File: config.mk
export PLATFORM = sky130hd
export DESIGN_NAME = lcd_ctrl
export DESIGN_NICKNAME = d
export VERILOG_FILES = /design/src/rtl/lcd_pkg.sv /design/src/rtl/lcd_timer.sv /design/src/rtl/lcd_ctrl.sv
export SDC_FILE = /design/constraint.sdc
export NUM_CORES = 1
export LEC_CHECK = 0
export ABC_AREA = 1
export BUFFER_PORTS_ARGS = -buffer_cell sky130_fd_sc_hd__buf_2
export CAP_MARGIN = 20
export CORE_MARGIN = 3
export CORE_UTILIZATION = 50
export DETAILED_ROUTE_END_ITERATION = 10
export GPL_ROUTABILITY_DRIVEN = 0
export PLACE_DENSITY = 0.76
export REMOVE_ABC_BUFFERS = 1
export SETUP_SLACK_MARGIN = 0.5
export SKIP_CTS_REPAIR_TIMING = 1
export SYNTH_ARGS = -nofsm -noshare
export SYNTH_HDL_FRONTEND = slang
export SYNTH_SLANG_ARGS = --single-unit
export TNS_END_PERCENT = 5
File: constraint.sdc
create_clock -name i_clk -period 2.6 [get_ports i_clk]
set_clock_uncertainty 0.2 [all_clocks]
set_input_delay 0.52 -clock i_clk [delete_from_list [all_inputs] [get_ports i_clk]]
set_output_delay 0.52 -clock i_clk [all_outputs]
set_load 0.02 [all_outputs]
File: src/rtl/lcd_pkg.sv
// Shared types and constants for the HD44780-style LCD write controller.
package lcd_pkg;

  localparam int unsigned CNT_W    = 24;
  localparam int unsigned INIT_LEN = 4;

  localparam int unsigned ON_BIT = 31;
  localparam int unsigned EN_BIT = 10;
  localparam int unsigned RS_BIT = 9;
  localparam int unsigned RW_BIT = 8;

  localparam logic [7:0] CMD_CLR  = 8'h01;
  localparam logic [7:0] CMD_HOME = 8'h02;

  // Entry 0 is the first command sent after power-up.
  localparam logic [INIT_LEN-1:0][7:0] INIT_ROM = {8'h06, 8'h01, 8'h0C, 8'h38};

  typedef enum logic [2:0] {
    S_PWRUP,
    S_LOAD,
    S_SETUP,
    S_EN_HI,
    S_HOLD,
    S_WAIT,
    S_IDLE
  } lcd_state_e;

  // Down-counter load value for a state lasting n cycles; 0 is stretched to 1.
  function automatic logic [CNT_W-1:0] cyc_to_load(input int unsigned n);
    return (n == 0) ? '0 : CNT_W'(n - 1);
  endfunction

  function automatic logic is_long_cmd(input logic rs, input logic [7:0] d);
    return !rs && ((d == CMD_CLR) || (d == CMD_HOME));
  endfunction

endpackage

File: src/rtl/lcd_timer.sv
// Loadable down-counter that saturates at zero and flags it.
module lcd_timer
  import lcd_pkg::*;
#(
  parameter logic [CNT_W-1:0] RST_VAL = '0
) (
  input  logic             i_clk,
  input  logic             i_rst,
  input  logic             i_load,
  input  logic [CNT_W-1:0] i_load_val,
  output logic             o_zero_c
);

  logic [CNT_W-1:0] cnt_q;
  logic [CNT_W-1:0] cnt_d;

  always_comb begin
    cnt_d = cnt_q;
    if (i_load) begin
      cnt_d = i_load_val;
    end else if (cnt_q != '0) begin
      cnt_d = cnt_q - CNT_W'(1);
    end
  end

  always_ff @(posedge i_clk or posedge i_rst) begin
    if (i_rst) begin
      cnt_q <= RST_VAL;
    end else begin
      cnt_q <= cnt_d;
    end
  end

  assign o_zero_c = (cnt_q == '0);

endmodule

File: src/rtl/lcd_ctrl.sv
// Character LCD write controller: power-up wait, fixed init sequence, then
// single-byte command/data transfers with EN timing and post-write waits.
module lcd_ctrl
  import lcd_pkg::*;
#(
  parameter int unsigned PWRUP_CYC    = 750000,
  parameter int unsigned SETUP_CYC    = 4,
  parameter int unsigned EN_CYC       = 25,
  parameter int unsigned HOLD_CYC     = 4,
  parameter int unsigned CMD_WAIT_CYC = 2500,
  parameter int unsigned CLR_WAIT_CYC = 82000
) (
  input  logic        i_clk,
  input  logic        i_rst,
  input  logic        i_req_valid,
  output logic        o_req_ready,
  input  logic        i_req_rs,
  input  logic [7:0]  i_req_data,
  output logic        o_init_done,
  output logic        o_busy,
  output logic [31:0] o_io_lcd
);

  localparam logic [CNT_W-1:0] LD_PWRUP = cyc_to_load(PWRUP_CYC);
  localparam logic [CNT_W-1:0] LD_SETUP = cyc_to_load(SETUP_CYC);
  localparam logic [CNT_W-1:0] LD_EN    = cyc_to_load(EN_CYC);
  localparam logic [CNT_W-1:0] LD_HOLD  = cyc_to_load(HOLD_CYC);
  localparam logic [CNT_W-1:0] LD_CMD   = cyc_to_load(CMD_WAIT_CYC);
  localparam logic [CNT_W-1:0] LD_CLR   = cyc_to_load(CLR_WAIT_CYC);

  lcd_state_e       state_q, state_d;
  logic [1:0]       idx_q, idx_d;
  logic             init_done_q, init_done_d;
  logic             rs_q, rs_d;
  logic [7:0]       data_q, data_d;
  logic             busy_q, busy_d;
  logic [31:0]      io_lcd_q, io_lcd_d;

  logic             tmr_load;
  logic [CNT_W-1:0] tmr_val;
  logic             tmr_zero;

  lcd_timer #(
    .RST_VAL (LD_PWRUP)
  ) u_timer (
    .i_clk      (i_clk),
    .i_rst      (i_rst),
    .i_load     (tmr_load),
    .i_load_val (tmr_val),
    .o_zero_c   (tmr_zero)
  );

  assign o_req_ready = (state_q == S_IDLE) && init_done_q;

  // Next state, timer reloads on every state change, and the pin word that
  // will be visible while the next state is current.
  always_comb begin
    state_d     = state_q;
    idx_d       = idx_q;
    init_done_d = init_done_q;
    rs_d        = rs_q;
    data_d      = data_q;
    tmr_load    = 1'b0;
    tmr_val     = '0;

    unique case (state_q)
      S_PWRUP: begin
        if (tmr_zero) begin
          state_d = S_LOAD;
          idx_d   = 2'd0;
        end
      end
      S_LOAD: begin
        rs_d     = 1'b0;
        data_d   = INIT_ROM[idx_q];
        state_d  = S_SETUP;
        tmr_load = 1'b1;
        tmr_val  = LD_SETUP;
      end
      S_SETUP: begin
        if (tmr_zero) begin
          state_d  = S_EN_HI;
          tmr_load = 1'b1;
          tmr_val  = LD_EN;
        end
      end
      S_EN_HI: begin
        if (tmr_zero) begin
          state_d  = S_HOLD;
          tmr_load = 1'b1;
          tmr_val  = LD_HOLD;
        end
      end
      S_HOLD: begin
        if (tmr_zero) begin
          state_d  = S_WAIT;
          tmr_load = 1'b1;
          tmr_val  = is_long_cmd(rs_q, data_q) ? LD_CLR : LD_CMD;
        end
      end
      S_WAIT: begin
        if (tmr_zero) begin
          if (init_done_q) begin
            state_d = S_IDLE;
          end else if (idx_q == 2'(INIT_LEN - 1)) begin
            init_done_d = 1'b1;
            state_d     = S_IDLE;
          end else begin
            idx_d   = idx_q + 2'd1;
            state_d = S_LOAD;
          end
        end
      end
      S_IDLE: begin
        if (i_req_valid && o_req_ready) begin
          rs_d     = i_req_rs;
          data_d   = i_req_data;
          state_d  = S_SETUP;
          tmr_load = 1'b1;
          tmr_val  = LD_SETUP;
        end
      end
      default: state_d = S_PWRUP;
    endcase

    busy_d           = (state_d != S_IDLE);
    io_lcd_d         = '0;
    io_lcd_d[ON_BIT] = 1'b1;
    io_lcd_d[EN_BIT] = (state_d == S_EN_HI);
    io_lcd_d[RS_BIT] = rs_d;
    io_lcd_d[RW_BIT] = 1'b0;
    io_lcd_d[7:0]    = data_d;
  end

  always_ff @(posedge i_clk or posedge i_rst) begin
    if (i_rst) begin
      state_q     <= S_PWRUP;
      idx_q       <= 2'd0;
      init_done_q <= 1'b0;
      rs_q        <= 1'b0;
      data_q      <= 8'h00;
      busy_q      <= 1'b1;
      io_lcd_q    <= 32'h0;
    end else begin
      state_q     <= state_d;
      idx_q       <= idx_d;
      init_done_q <= init_done_d;
      rs_q        <= rs_d;
      data_q      <= data_d;
      busy_q      <= busy_d;
      io_lcd_q    <= io_lcd_d;
    end
  end

  assign o_init_done = init_done_q;
  assign o_busy      = busy_q;
  assign o_io_lcd    = io_lcd_q;

endmodule
Yosys cells after proc, flatten, opt, wreduce, memory -nomap -nowiden
Index checks and enable logic that the tools add are counted.
{"block": "totals", "reg_bits": 51, "inputBits": 12, "output_inout_bits": 35, "word_cells": 72}
{"block": "op_classes", "n_addsub": 2, "order_cmp": 1, "eq_ne": 15, "muxes": 33, "n_reduce_logical": 13}
{"operator": "17-bit case mux with 5 select lines", "n": 1}
{"operator": "24-bit 2-to-1 mux", "n": 2}
{"operator": "17-bit 2-to-1 mux", "n": 2}
{"operator": "24-bit zero test", "n": 1}
{"operator": "3-bit 2-to-1 mux", "n": 8}
{"operator": "24-bit nonzero test", "n": 1}
{"operator": "24-bit by 1-bit subtractor with 24-bit output, second input constant", "n": 1}
{"operator": "3-bit case mux with 7 select lines", "n": 1}
{"operator": "8-bit binary-select mux with 2-bit select", "n": 1}
{"operator": "8-bit 2-to-1 mux", "n": 2}
{"operator": "8-bit case mux with 2 select lines", "n": 1}
{"operator": "2-bit 2-to-1 mux", "n": 6}
{"operator": "3-bit by 2-bit equality test with 1-bit output, second input constant", "n": 3}
{"operator": "3-bit equality test, second input constant", "n": 3}
{"operator": "8-bit by 1-bit equality test with 1-bit output, second input constant", "n": 1}
{"operator": "8-bit by 2-bit equality test with 1-bit output, second input constant", "n": 1}
{"operator": "2-bit inequality test, second input constant", "n": 4}
{"operator": "1-bit 2-to-1 mux", "n": 5}
{"operator": "5-bit 2-to-1 mux", "n": 1}
{"operator": "5-bit AND reduction", "n": 1}
{"operator": "2-bit case mux with 2 select lines", "n": 1}
{"operator": "2-bit nonzero test", "n": 2}
{"operator": "3-bit by 1-bit equality test with 1-bit output, second input constant", "n": 1}
{"operator": "1-bit logical AND", "n": 3}
{"operator": "11 further kinds", "n": 11}

Logic depth before layout (Yosys ltp)
{"block": "depth", "depth_word": 7, "depth_mapped": 13, "depth_no_buf": 13}

Modules after synthesis
A second synthesis with hierarchy kept.
{"block": "hier_totals", "hier_cells": 434, "hier_area_um2": 2939.1}
{"module": "lcd_timer", "instances": 1, "cells_each": 269, "area_per_inst_um2": 1704.1, "seq_area_each_um2": 616.8}
{"module": "lcd_ctrl", "instances": 1, "cells_each": 165, "area_per_inst_um2": 1234.9, "seq_area_each_um2": 451.7}

Least setup slack after synthesis
OpenSTA, ideal clock, no wires.
{"block": "synth_timing", "kind": "reg2reg", "startpoint": "register state_q[0]", "endpoint": "register with a tool-made name", "setup_ns": 0.134, "t_arrival_ns": 1.500, "t_required_ns": 2.266, "path_slack_ns": 0.766, "stages_incl_launch_ff": 7, "path_buffers": 0, "period_less_slack_ns": 1.834, "cell_sequence": "dfrtp_1 nor2_4 nand2_4 nor2_1 nand2_1 o21ai_0 o211ai_1"}
{"element": "start, declared", "line": "lcd_ctrl.sv:31", "rtl": "lcd_state_e state_q, state_d;"}
{"element": "start signal, assigned", "line": "lcd_ctrl.sv:145", "rtl": "state_q <= state_d;"}

Worst setup path in the final report
{"block": "layout_timing", "startpoint": "register state_q[1]", "endpoint": "output port o_req_ready"}
{"block": "layout_between", "elab_chain_len": 2}
{"element": "3-bit equality test", "line": "lcd_ctrl.sv:53", "rtl": "assign o_req_ready = (state_q == S_IDLE) && init_done_q;"}
{"element": "1-bit logical AND", "line": "lcd_ctrl.sv:53"}
{"element": "end, declared", "line": "lcd_ctrl.sv:16", "rtl": "output logic o_req_ready,"}
No other way between the ends.

==> impl_summary.txt <==
----------------------------------------------------
[STA]
  Final cycle utilization of the critical path ... 81.9%
  Unrepaired setup endpoints after global routing ... true
  Final count of pins violating max slew ... 0
  Final min period ... 2.13 ns
  Final-layout setup total negative slack ... 0 ns
  Hold Fails Final Rpt ... 0
  Total of endpoints with negative setup slack in the final report ... 0
  Fmax ... 470 MHz

[Finish]
  Number of standard cells in the final layout excluding fillers ... 467
  Commonest cells after routing, fill and taps aside ... nand2_1, nor2_1, inv_1, dfrtp_1, buf_2
  Antenna diodes ... 0
  Fill count ... 499
  Area grow syn2layout ... 8.00%
  Net total in the final layout ... 413
  Area of the multi-input gates ... 1500 µm²
  Sequential cell area in the final layout ... 1070 µm²
  Most common cell after layout, fill and taps aside ... nand2_1
  Fraction of final layout cells with drive strength greater than 1 ... 20.9%

[Route]
  Remaining antenna violation count after routing ... 0
  Drt drc ... 0
  Average detailed-routed wire length per instance ... 13.4 µm
  DR vias ... 2,378
  Vias per inst ... 5.09
  Final WL ... 6240 µm
  Count of routing violations after the opening detailed-route iteration ... 110
  First-pass detailed-route iteration total ... 5

[Critical path]
  Critical path start-end classification ... reg -> out
  Family with the most delay on the worst path ... flip-flops
  Arrival time of data at the critical path endpoint ... 1.41 ns
  Slack of the worst reg-to-reg path ... 0.54 ns
  Cell-by-cell trace of the critical path ... inv_2 -> nor2_4 -> nand2_4 -> nor2_1 -> buf_2
  Biggest fanout along the worst timing path ... 7
  Crit-path max cell delay ... 0.44 ns
  Critical path required time ... 1.88 ns
  Slowest CP cell ... dfrtp_1
  CP Launch Type ... flip-flop
  Critical Path Sink Type ... primary output
  Worst path bufs/invs ... 2

[Synth]
  Synth unique cells ... 37
  Proportion of synthesized chip area in sequential cells ... 37.5%
  Gate count after technology mapping ... 364
  Netlist area before placement ... 2850 µm²
  Average instance area after synthesis ... 7.82 µm²
  Warnings from Yosys ... 0
  Number of flip-flops and latches in the synthesized netlist ... 42

[Floorplan]
  I/O pin count ... 47
  Starting Density ... 53.7%
  Die footprint ... 6640 µm²
  Die span in y ... 81.5 µm
  Std cell rows ... 26
  Standard cell core area ... 5300 µm²
  Chip width ... 81.5 µm

[Clocking]
  Number of levels the H-tree was split into ... 2
  Count of clock tree sinks ... 42
  Later-pin clock latency in the skew report ... 0.30 ns
  Clock tree root driver cell ... clkbuf_8
  Maximum number of buffers from clock root to sink ... 2
  Clock tree from TritonCTS ... done
  TritonCTS Buffers ... 5
  CTS clock-pin slew for the worst setup and hold paths ... 0.08 ns

[GRT]
  Initial antenna violation count ... 0
  Via count of the first global-routing pass ... 2,363
  Largest net degree at the start of global routing ... 22
  Global-route wire length before repair ... 10,900 µm
  Overall overflow remaining after global route ... 0
  Global Route Usage Sum ... 21.1%

[Place]
  Number of cells after detailed placement ... 457
  Number of buffer cells added on primary ports ... 25
  DP HPWL ... 4920 µm

[Pwr]
  Leakage power total ... 1.55 nW
  Worst-case vdd ir drop ... 0.221 mV
  Pwr per Cell Area ... 375 nW/µm²

[Outcome]
  Status ... finished clean

[Run]
  Count of maximum capacitance violations ... 0

[Min path]
  Worst hold-check path type ... in -> reg

----------------------------------------------------
## area by class of cell
| class | instances | share of cell area [%] |
|---|---|---|
| multi-input cells | 273 | 48.9 |
| inverters | 45 | 5.49 |
| clock buffers | 8 | 2.93 |
| repair buffers | 29 | 5.13 |
| flip-flops and latches | 42 | 34.7 |
| well taps | 70 | 2.85 |
## cell families (layout without fill, tap and decap cells)
logic type                 after synthesis  in the layout  share of synthesized area (%)
other                                    2             22                          0.264
buffers and inverters                   69             82                           12.5
adders and majority gates                5              5                           2.20
xor gates and xnor gates                14             14                           4.31
DFF                                     42             42                           37.5
and+or+nand+nor                        193            193                           34.7
AOI/OAI and AO/OA                       39             39                           8.48
## stage by stage
step	total power [mW]	utilization, %	area [µm²]	setup slack, ns	hold slack [ns]
6_report	1.15	58.0	3080	0.470	0.252
5_1_grt	1.20	58.0	3080	0.362	0.251
4_1_cts	1.16	57.6	3050	0.467	-0.142
3_5_place_dp	0.728	55.9	2960	0.492	0.169
3_3_place_gp	0.728	55.9	2960	0.562	0.172
2_1_floorplan	0.710	-	2740	0.741	0.297
## report_power, final
group | internal, mW | leakage, nW | switching [mW] | total, mW
clock network | 0.217 | 0.0455 | 0.221 | 0.438
logic | 0.0117 | 1.02 | 0.0476 | 0.0593
registers | 0.656 | 0.491 | 0.00152 | 0.658
total | 0.885 | 1.55 | 0.270 | 1.15
## synthesized netlist by cell type
cell      number  share of area [%]
nor2_1        60                7.9
nand4_4        1               0.75
nor2_4         4                1.6
nand2_2        6                1.3
dfrtp_1       28                 25
o21ai_1        2               0.35
nand3b_1       3               0.79
nand3_4        2                1.2
nand3_1       13                2.3
o21bai_1       3               0.79
a21oi_1       10                1.8
nand2_4        3                1.2
ha_1           5                2.2
a32o_1         1               0.35
a31o_2         1               0.31
dfstp_2       14                 13
o22ai_1        1               0.22
xor2_1        10                3.1
nor3_4         1               0.57
o21ai_0       11                1.9
buf_6          2               0.79
nor3_1         9                1.6
nor2_2         7                1.5
conb_1         2               0.26
inv_2          3               0.40
nand4_1        9                2.0
nor2_8         2                1.4
nand4_2        1               0.44
nand3_2        3                1.1
inv_1         42                5.5
xnor2_1        4                1.2
buf_4         22                5.8
nand2_1       69                9.1
o31ai_1        1               0.26
o21ai_2        1               0.31
o211ai_1       6                1.6
a22o_1         2               0.62
## metal layers
layer / global-route usage [%] / vias to the layer above / wire (µm)
met2: 36.9 / 68 / 3120
li1: - / 1180 / -
met5: 0 / - / 0
met3: 3.95 / 10 / 335
met4: 4.39 / 0 / 81
met1: 27.2 / 1120 / 2710
## final timing paths
path,to,depth (start not counted),start
hold reg to reg,flip-flop,1,flip-flop
min in group asynchronous,u_timer.cnt_q[6]$_DFFE_PP0P_,3,i_rst
setup / recovery,o_req_ready,5,state_q[1]$_DFF_PP0_
hold / removal,flip-flop,2,i_req_rs
setup reg to reg,u_timer.cnt_q[6]$_DFFE_PP0P_,11,u_timer.cnt_q[0]$_DFFE_PP1P_
max in group asynchronous,u_timer.cnt_q[5]$_DFFE_PP1P_,4,i_rst
Power figures use the tool's default switching activity.
